--- src/rtl/traffic_pkg.sv ---
// Shared lamp encodings, phase enumeration and phase-to-lamp decode for the
// highway / country-road intersection sequencer.
package traffic_pkg;

  localparam logic [2:0] RED    = 3'b100;
  localparam logic [2:0] YELLOW = 3'b010;
  localparam logic [2:0] GREEN  = 3'b001;

  typedef enum logic [2:0] {
    HG  = 3'd0,
    HY  = 3'd1,
    AR1 = 3'd2,
    CG  = 3'd3,
    CY  = 3'd4,
    AR2 = 3'd5
  } phase_t;

  // Returns {highway, country} lamp patterns for a phase; unknown encodings
  // fall back to all-red so a corrupted state can never show a conflict.
  function automatic logic [5:0] lamp_of(input phase_t p);
    logic [5:0] lamps;
    case (p)
      HG:      lamps = {GREEN,  RED};
      HY:      lamps = {YELLOW, RED};
      AR1:     lamps = {RED,    RED};
      CG:      lamps = {RED,    GREEN};
      CY:      lamps = {RED,    YELLOW};
      AR2:     lamps = {RED,    RED};
      default: lamps = {RED,    RED};
    endcase
    return lamps;
  endfunction

endpackage

--- src/rtl/phase_timer.sv ---
// Per-phase up-counter: cleared on phase change, optionally parks at the
// terminal value, and reports equality / reached comparisons against it.
module phase_timer #(
  parameter int TW = 8
) (
  input  logic          clk,
  input  logic          rst,
  input  logic          clear,
  input  logic          sat_en,
  input  logic [TW-1:0] term,
  output logic [TW-1:0] count,
  output logic          at_term,
  output logic          past_term
);

  // Count register: zero on reset or phase change, hold at term when parked.
  always_ff @(posedge clk) begin
    if (rst) begin
      count <= '0;
    end else if (clear) begin
      count <= '0;
    end else if (sat_en && past_term) begin
      count <= count;
    end else begin
      count <= count + {{(TW-1){1'b0}}, 1'b1};
    end
  end

  assign at_term   = (count == term);
  assign past_term = (count >= term);

endmodule

--- src/rtl/traffic_phase_checker.sv ---
// Safety properties on the lamp outputs: the two roads never show a
// non-red aspect at the same time, and walk only runs against highway red.
module traffic_phase_checker
  import traffic_pkg::*;
(
  input logic       clk,
  input logic       rst,
  input logic [2:0] highway,
  input logic [2:0] country,
  input logic       walk
);

  conflict_free: assert property (@(posedge clk) disable iff (rst)
    (highway == RED) || (country == RED));

  walk_safe: assert property (@(posedge clk) disable iff (rst)
    walk |-> (highway == RED));

endmodule

--- src/rtl/traffic_phase_sequencer.sv ---
// Timed phase sequencer: highway rests green, latched car / pedestrian
// requests earn a bounded country green, emergency keeps or returns
// right-of-way to the highway. Lamps decode from the registered phase.
module traffic_phase_sequencer
  import traffic_pkg::*;
#(
  parameter int TW      = 8,
  parameter int HG_MIN  = 8,
  parameter int Y_TIME  = 3,
  parameter int AR_TIME = 2,
  parameter int CG_MIN  = 4,
  parameter int CG_MAX  = 10
) (
  input  logic       clk,
  input  logic       rst,
  input  logic       car_sensor,
  input  logic       ped_req,
  input  logic       emerg,
  output logic [2:0] highway,
  output logic [2:0] country,
  output logic       walk,
  output logic       ped_ack
);

  // Terminal timer values: a phase of N cycles is done when the timer reads N-1.
  localparam logic [TW-1:0] HG_TERM    = TW'(HG_MIN - 1);
  localparam logic [TW-1:0] Y_TERM     = TW'(Y_TIME - 1);
  localparam logic [TW-1:0] AR_TERM    = TW'(AR_TIME - 1);
  localparam logic [TW-1:0] CGMIN_TERM = TW'(CG_MIN - 1);
  localparam logic [TW-1:0] CGMAX_TERM = TW'(CG_MAX - 1);
  localparam logic [TW-1:0] WALK_END   = TW'(CG_MIN);

  phase_t        state_r;
  phase_t        next_s;
  logic          car_pend_r;
  logic          ped_pend_r;
  logic          ped_served_r;
  logic [TW-1:0] term_s;
  logic          sat_s;
  logic [TW-1:0] count_s;
  logic          at_s;
  logic          past_s;
  logic          change_s;
  logic          enter_cg_s;
  logic [5:0]    lamps_s;

  phase_timer #(.TW(TW)) u_timer (
    .clk       (clk),
    .rst       (rst),
    .clear     (change_s),
    .sat_en    (sat_s),
    .term      (term_s),
    .count     (count_s),
    .at_term   (at_s),
    .past_term (past_s)
  );

  // Next-phase selection and timer terminal / park control for the current phase.
  always_comb begin
    next_s = state_r;
    term_s = HG_TERM;
    sat_s  = 1'b0;
    case (state_r)
      HG: begin
        term_s = HG_TERM;
        sat_s  = 1'b1;
        if (past_s && (car_pend_r || ped_pend_r) && !emerg) next_s = HY;
        else                                                 next_s = HG;
      end
      HY: begin
        term_s = Y_TERM;
        if (at_s) next_s = AR1;
        else      next_s = HY;
      end
      AR1: begin
        term_s = AR_TERM;
        if (at_s) next_s = CG;
        else      next_s = AR1;
      end
      CG: begin
        term_s = CGMIN_TERM;
        if (emerg || (past_s && !car_sensor) || (count_s == CGMAX_TERM)) next_s = CY;
        else                                                             next_s = CG;
      end
      CY: begin
        term_s = Y_TERM;
        if (at_s) next_s = AR2;
        else      next_s = CY;
      end
      AR2: begin
        term_s = AR_TERM;
        if (at_s) next_s = HG;
        else      next_s = AR2;
      end
      default: begin
        term_s = HG_TERM;
        next_s = HG;
      end
    endcase
  end

  assign change_s   = (next_s != state_r);
  assign enter_cg_s = (state_r == AR1) && (next_s == CG);

  // Phase register, request latches (a new request beats the clear) and the
  // pedestrian-served flag captured as the country green starts.
  always_ff @(posedge clk) begin
    if (rst) begin
      state_r      <= HG;
      car_pend_r   <= 1'b0;
      ped_pend_r   <= 1'b0;
      ped_served_r <= 1'b0;
    end else begin
      state_r    <= next_s;
      car_pend_r <= car_sensor | (car_pend_r & ~enter_cg_s);
      ped_pend_r <= ped_req    | (ped_pend_r & ~enter_cg_s);
      if (enter_cg_s) ped_served_r <= ped_pend_r;
      else            ped_served_r <= ped_served_r;
    end
  end

  assign lamps_s = lamp_of(state_r);
  assign highway = lamps_s[5:3];
  assign country = lamps_s[2:0];
  // Walk runs for the first CG_MIN cycles of a served country green and
  // drops as soon as the phase leaves CG (including an emergency exit).
  assign walk    = (state_r == CG) && ped_served_r && (count_s < WALK_END);
  assign ped_ack = (state_r == CG) && ped_served_r && (count_s == {TW{1'b0}});

  traffic_phase_checker u_chk (
    .clk     (clk),
    .rst     (rst),
    .highway (highway),
    .country (country),
    .walk    (walk)
  );

endmodule

--- config.mk ---
export PLATFORM = sky130hd
export DESIGN_NAME = traffic_phase_sequencer
export DESIGN_NICKNAME = d
export VERILOG_FILES = /design/src/rtl/traffic_pkg.sv /design/src/rtl/phase_timer.sv /design/src/rtl/traffic_phase_checker.sv /design/src/rtl/traffic_phase_sequencer.sv
export SDC_FILE = /design/constraint.sdc
export NUM_CORES = 1
export LEC_CHECK = 0
export ABC_AREA = 1
export CELL_PAD_IN_SITES_DETAIL_PLACEMENT = 0
export CELL_PAD_IN_SITES_GLOBAL_PLACEMENT = 2
export CORE_ASPECT_RATIO = 0.6
export CORE_UTILIZATION = 30
export DETAILED_ROUTE_END_ITERATION = 8
export PLACE_DENSITY_LB_ADDON = 0.12
export REMOVE_ABC_BUFFERS = 1
export SLEW_MARGIN = 40
export SYNTH_ARGS = -nofsm -noshare
export SYNTH_HDL_FRONTEND = slang
export SYNTH_HIERARCHICAL = 1
export SYNTH_SLANG_ARGS = --single-unit
--- constraint.sdc ---
create_clock -name clk -period 3.35 [get_ports clk]
set_input_delay 0.67 -clock clk [delete_from_list [all_inputs] [get_ports clk]]
set_output_delay 0.67 -clock clk [all_outputs]
set_load 0.1 [all_outputs]
==> flow_metrics.py, run 1 <==
metrics = {
    "die": {
        "die_y_um": 50.6,
        "dieArea_sq_mm": 0.00419,
        "initial_core_util_pct": 31.7,
        "rows": 17,
        "die_x_um": 82.9,
        "ios": 13,
        "core_sq_mm": 0.00372,
    },
    "synth": {
        "post_synth.cell_area_avg_sq_um": 6.34,
        "synth_warnings": 6,
        "synth_mux_area_share_pct": 0,
        "synth_xor_area_share_pct": 2.97,
        "synth_top_family_by_area": "simple AND/OR/NAND/NOR gates",
        "synth-compound-area-share_pct": 9.34,
        "yosysSeqAreaShare_pct": 23.8,
        "synth_cells": 186,
        "synth_fa_ha_area_share_pct": 9.55,
        "synthSimpleGateAreaFrac_pct": 40.2,
        "synth_seq_cells": 14,
        "synth_area_sq_mm": 0.00118,
        "synth_cell_types": 24,
    },
    "cts": {
        "cts_num_sinks": 14,
        "ctsHoldBuffers": 0,
        "cts-root-buf": "clkbuf_8",
        "cts.clk_slew.worst_paths_ns": 0.06,
        "postCtsSetupBuffers": 0,
        "cts_tree": "yes",
        "ctsResizeCount": 0,
        "cts_buffers": 3,
        "clock_latency_ns": 0.24,
        "clockBufferDepth": 2,
        "htreeDepth": 1,
    },
    "routing": {
        "drt_iter0_markers": 73,
        "drt_wl_total_um": 2640,
        "dr.pass1.iters": 4,
        "vias": 1120,
        "antenna_left": 0,
        "vias_per_cell": 4.46,
        "wl_per_cell_um": 10.5,
        "route.detailed.drc": 0,
    },
    "min_path": {
        "hp-class": "flip-flop to flip-flop",
        "min_from": "car_pend_r",
    },
    "critical_path": {
        "critPathMaxFanout": 10,
        "worstPathCellList": "inv_1 > nand2_2 > nor2_4 > inv_1 > nand2_1 > inv_1 > inv_1 > ha_1 > nand2_1 > nor2_1 > nand2_2 > nand2_2 > nor2_4 > nand2_8 > a21oi_1 > nand2_1 > a21oi_1 > nand3_1 > nor2_1 > inv_1 > a21oi_1",
        "cpMostUsedCell": "inv_1",
        "cp-start-kind": "flip-flop",
        "r2r-start": "state_r[2]",
        "critPathTopFamily": "simple AND/OR/NAND/NOR gates",
        "crit_type": "flip-flop to flip-flop",
        "cp-startpoint": "state_r[2]",
        "endpoint_kind": "flip-flop",
        "cp.required_ns": 3.52,
        "critPathBufInv": 5,
        "critPathSlowestCell": "dfxtp_1",
        "slowest_delay_ns": 0.47,
        "worst-endpoint-arrival_ns": 3.09,
    },
    "grt": {
        "gr-total-overflow": 0,
        "grt_pass1_wl_um": 4640,
        "grt_max_degree": 11,
        "grt_pass1_vias": 988,
        "grt_use_total_pct": 14.0,
        "antenna_found_initial": 0,
    },
    "timing": {
        "whs_ns": 0.465,
        "final_hold_viol_count": 0,
        "fmax_ghz": 0.343,
        "fin_skew_ns": 0.00282,
        "fin_tns_setup_ns": 0,
        "grt_setup_unrepaired": "false",
        "drv_slew": 0,
        "period_share_pct": 87.1,
        "post-route-worst-setup-slack_ns": 0.433,
        "min_period_ns": 2.92,
        "setup_viol": 0,
    },
    "placement": {
        "port_buffers": 12,
        "dp_cells": 247,
        "dp_hpwl_um": 2180,
        "post-place-ws_ns": 0.445,
        "gp_congestion": 0.786,
    },
    "finish": {
        "nets": 219,
        "antennaDiodeCount": 0,
        "syn_to_final_growth_pct": 18.4,
        "fin_cells": 251,
        "layout_commonest_cell": "nand2_1",
        "layout_common_cells": "44 x nand2_1, 38 x inv_1, 18 x nor2_1",
        "drive_above_1_share_pct": 13.2,
    },
    "power": {
        "p_sw_w": 0.0000874,
        "power_density_mw_per_mm2": 271,
        "clockPowerShare_pct": 43.8,
        "ir_worst_vdd_uv": 256,
        "p_int_w": 0.000291,
        "switching_share_pct": 23.1,
        "pwr-share-seq_pct": 47.2,
        "combPwrFrac_pct": 9.0,
        "leakagePower_nw": 0.692,
    },
    "run": {
        "maxCapViolations": 0,
    },
    "status": {
        "status": "completed",
    },
}
-- state kept, by name (all words and copies together), names as in the netlist --
signal         count
car_pend_r         1
state_r            3
ped_served_r       1
ped_pend_r         1
u_timer/count      8
-- cell usage after synthesis --
master | number | share of area, %
nand2_8 | 2 | 3.4
inv_1 | 38 | 12
a211oi_1 | 1 | 0.64
nor2_1 | 18 | 5.7
buf_4 | 1 | 0.64
nor2_2 | 1 | 0.53
xor2_1 | 4 | 3.0
a21oi_1 | 17 | 7.2
o21ai_0 | 1 | 0.42
conb_1 | 1 | 0.32
nand3_1 | 15 | 6.4
nor2_4 | 3 | 2.9
buf_2 | 1 | 0.42
nand2_2 | 5 | 2.7
nor3_4 | 1 | 1.4
nor3_1 | 2 | 0.85
o211ai_1 | 1 | 0.64
dfxtp_1 | 14 | 24
nand4_1 | 3 | 1.6
ha_1 | 9 | 9.6
nand3_2 | 1 | 0.85
inv_2 | 2 | 0.64
nand2_1 | 44 | 14
o21ai_1 | 1 | 0.42
-- routing by layer --
layer  wire [um]  up-vias  GRT usage [%]
met5           0        -              0
met4           9        0           1.72
met3         154        2           3.13
met2         927       24           19.5
met1        1540      482           22.0
li1            -      612              -
-- kinds of logic (layout without fill, tap and decap cells) --
family          after synthesis  after routing
buf+inv                      42             56
xor+xnor                      4              4
fa+ha+maj                     9              9
flops                        14             14
simple gates                 95             95
compound gates               21             21
other cells                   1              5
-- worst min-delay path: stages (launching register included) --
cell	delay, ns
dfxtp_1	0.31
nand2_1	0.06
a21oi_1	0.05
-- metrics by stage --
step                      cell area [sq um]  power (W)  util (%)
after floorplan                        1180   0.000203         -
after global placement                 1340   0.000215      36.0
after detailed placement               1340   0.000215      36.0
after CTS                              1400   0.000381      37.5
after global routing                   1400   0.000397      37.5
final                                  1400   0.000378      37.5
-- final timing paths --
path / to / slack, ns / cells after the start
worst max register to register: u_timer/count[0] / 0.43 / 21
worst max-delay path: u_timer/count[0] / 0.43 / 21
worst min-delay path: car_pend_r / 0.46 / 2
worst min register to register: car_pend_r / 0.46 / 2
-- cell type report --
class                           count  area [sq um]
Inverter                           40           150
Timing Repair Buffer               12           100
Clock buffer                        4          55.1
Fill cell                         406          2330
Multi-Input combinational cell    134           751
Tap cell                           47          58.8
Sequential cell                    14           280
-- power by group through the flow --
stage / sequential [W] / combinational, W / clock (W)
after detailed placement: 0.000182 / 0.0000332 / 0
after global routing: 0.000179 / 0.0000405 / 0.000177
final: 0.000179 / 0.0000339 / 0.000166
after floorplan: 0.000180 / 0.0000230 / 0
after CTS: 0.000179 / 0.0000336 / 0.000169
after global placement: 0.000182 / 0.0000331 / 0
Power figures use the tool's default switching activity.
==> run 2, diff against run 1 <==
--- a/config.mk
+++ b/config.mk
@@ -10,6 +10,7 @@
 export CELL_PAD_IN_SITES_GLOBAL_PLACEMENT = 2
 export CORE_ASPECT_RATIO = 0.6
 export CORE_UTILIZATION = 30
+export CTS_BUF_LIST = sky130_fd_sc_hd__clkbuf_16
 export DETAILED_ROUTE_END_ITERATION = 8
 export PLACE_DENSITY_LB_ADDON = 0.12
 export REMOVE_ABC_BUFFERS = 1
==> run 2 against run 1 <==
Compared with the run above:
- worst hold slack got worse by 0.0021 ns
- non-clock buffer count did not move
- clock power rose by 36%
- register-to-register slack barely moved
- first-iteration DRC count fell by 19%
==> flow_metrics.py, run 2 (synthesis results as in run 1) <==
metrics = {
    "timing": {
        "grt_setup_unrepaired": "false",
        "fin_skew_ns": 0.00435,
        "final_hold_viol_count": 0,
        "drv_slew": 0,
        "fmax_ghz": 0.343,
        "min_period_ns": 2.92,
        "period_share_pct": 87.1,
        "post-route-worst-setup-slack_ns": 0.432,
        "setup_viol": 0,
    },
    "cts": {
        "ctsHoldBuffers": 0,
        "cts_buffers": 3,
        "cts_tree": "yes",
        "ctsResizeCount": 0,
        "cts_num_sinks": 14,
        "clock_latency_ns": 0.24,
        "htreeDepth": 1,
        "cts-root-buf": "clkbuf_16",
        "cts.clk_slew.worst_paths_ns": 0.05,
        "clockBufferDepth": 2,
        "postCtsSetupBuffers": 0,
    },
    "routing": {
        "wl_per_cell_um": 10.5,
        "dr.pass1.iters": 4,
        "route.detailed.drc": 0,
        "drt_iter0_markers": 59,
        "vias_per_cell": 4.47,
        "antenna_left": 0,
        "vias": 1123,
        "drt_wl_total_um": 2630,
    },
    "finish": {
        "top_register": "u_timer/count",
        "top_regs": "u_timer/count x8, state_r x3",
        "layout_commonest_cell": "nand2_1",
        "fin_cells": 251,
        "nets": 219,
        "post-route-util_pct": 38.1,
        "fillers": 404,
        "layout_common_cells": "44 x nand2_1, 38 x inv_1, 18 x nor2_1",
        "largest_reg_flops": 8,
        "drive_above_1_share_pct": 12.7,
        "antennaDiodeCount": 0,
        "syn_to_final_growth_pct": 20.4,
    },
    "placement": {
        "post-place-ws_ns": 0.445,
        "gp_congestion": 0.786,
        "dp_cells": 247,
        "dp_hpwl_um": 2180,
        "port_buffers": 12,
    },
    "critical_path": {
        "crit_type": "flip-flop to flip-flop",
        "cp.required_ns": 3.52,
        "cp-start-kind": "flip-flop",
        "worst-endpoint-arrival_ns": 3.08,
        "critPathMaxFanout": 10,
        "endpoint_kind": "flip-flop",
    },
    "grt": {
        "gr-total-overflow": 0,
        "grt_pass1_wl_um": 4670,
        "grt_pass1_vias": 990,
        "antenna_found_initial": 0,
        "grt_max_degree": 11,
        "grt_use_total_pct": 14.3,
    },
    "power": {
        "ir_worst_vdd_uv": 247,
        "power.total_w": 0.000438,
        "pwr-share-seq_pct": 40.9,
        "power_density_mw_per_mm2": 309,
        "combPwrFrac_pct": 7.7,
        "p_sw_w": 0.0000931,
        "clockPowerShare_pct": 51.4,
        "leakagePower_nw": 0.702,
        "switching_share_pct": 21.3,
        "p_int_w": 0.000345,
    },
    "die": {
        "ios": 13,
        "die_y_um": 50.6,
        "initial_core_util_pct": 31.7,
        "dieArea_sq_mm": 0.00419,
        "core_sq_mm": 0.00372,
        "die_x_um": 82.9,
        "rows": 17,
    },
    "min_path": {
        "hp-class": "flip-flop to flip-flop",
    },
    "status": {
        "status": "completed",
    },
    "run": {
        "maxCapViolations": 0,
    },
}
[run 2: worst paths after layout]
| kind | startpoint | end | slack [ns] | cells past startpoint |
|---|---|---|---|---|
| max | state_r[2] | u_timer/count[0] | 0.43 | 21 |
| min | car_pend_r | car_pend_r | 0.46 | 2 |
| max reg2reg | state_r[2] | u_timer/count[0] | 0.43 | 21 |
| min reg2reg | car_pend_r | car_pend_r | 0.46 | 2 |
[run 2: layer usage]
layer,vias up,global-route usage (%),share of wire [%]
met5,-,0,0
met4,0,3.45,0.61
met3,2,3.13,5.2
met2,20,19.9,36
met1,488,21.8,58
li1,613,-,-
[run 2: final cells by class]
class | count | area (sq um) | share of cell area, %
inverter | 40 | 150 | 10.6
clock inverter | 1 | 3.75 | 0.265
timing repair buffer | 12 | 100 | 7.05
clock buffer | 3 | 75.1 | 5.29
sequential | 14 | 280 | 19.8
tap | 47 | 58.8 | 4.14
multi-input combinational | 134 | 751 | 52.9
[run 2: metrics by stage]
step                      instance area, sq um  hold slack, ns  setup TNS [ns]
after global routing                      1420           0.498               0
after global placement                    1340           0.455               0
after detailed placement                  1340           0.458               0
after floorplan                           1180           0.435           -1.03
final                                     1420           0.463               0
after CTS                                 1420           0.464               0
[run 2: worst max-delay path, stage by stage (launching register included)]
cell and delay [ns]:
dfxtp_1 0.46, inv_1 0.14, nand2_2 0.15, nor2_4 0.05, inv_1 0.07, nand2_1 0.05, inv_1 0.04, inv_1 0.03
ha_1 0.27, nand2_1 0.08, nor2_1 0.05, nand2_2 0.07, nand2_2 0.06, nor2_4 0.14, nand2_8 0.10, a21oi_1 0.27
nand2_1 0.12, a21oi_1 0.13, nand3_1 0.09, nor2_1 0.15, inv_1 0.16, a21oi_1 0.16
[run 2: power groups by stage]
stage	logic, W	registers (W)	clock network (W)
after CTS	0.0000336	0.000179	0.000232
after global placement	0.0000331	0.000182	0
final	0.0000337	0.000179	0.000225
after global routing	0.0000405	0.000180	0.000240
after detailed placement	0.0000332	0.000182	0
after floorplan	0.0000230	0.000180	0
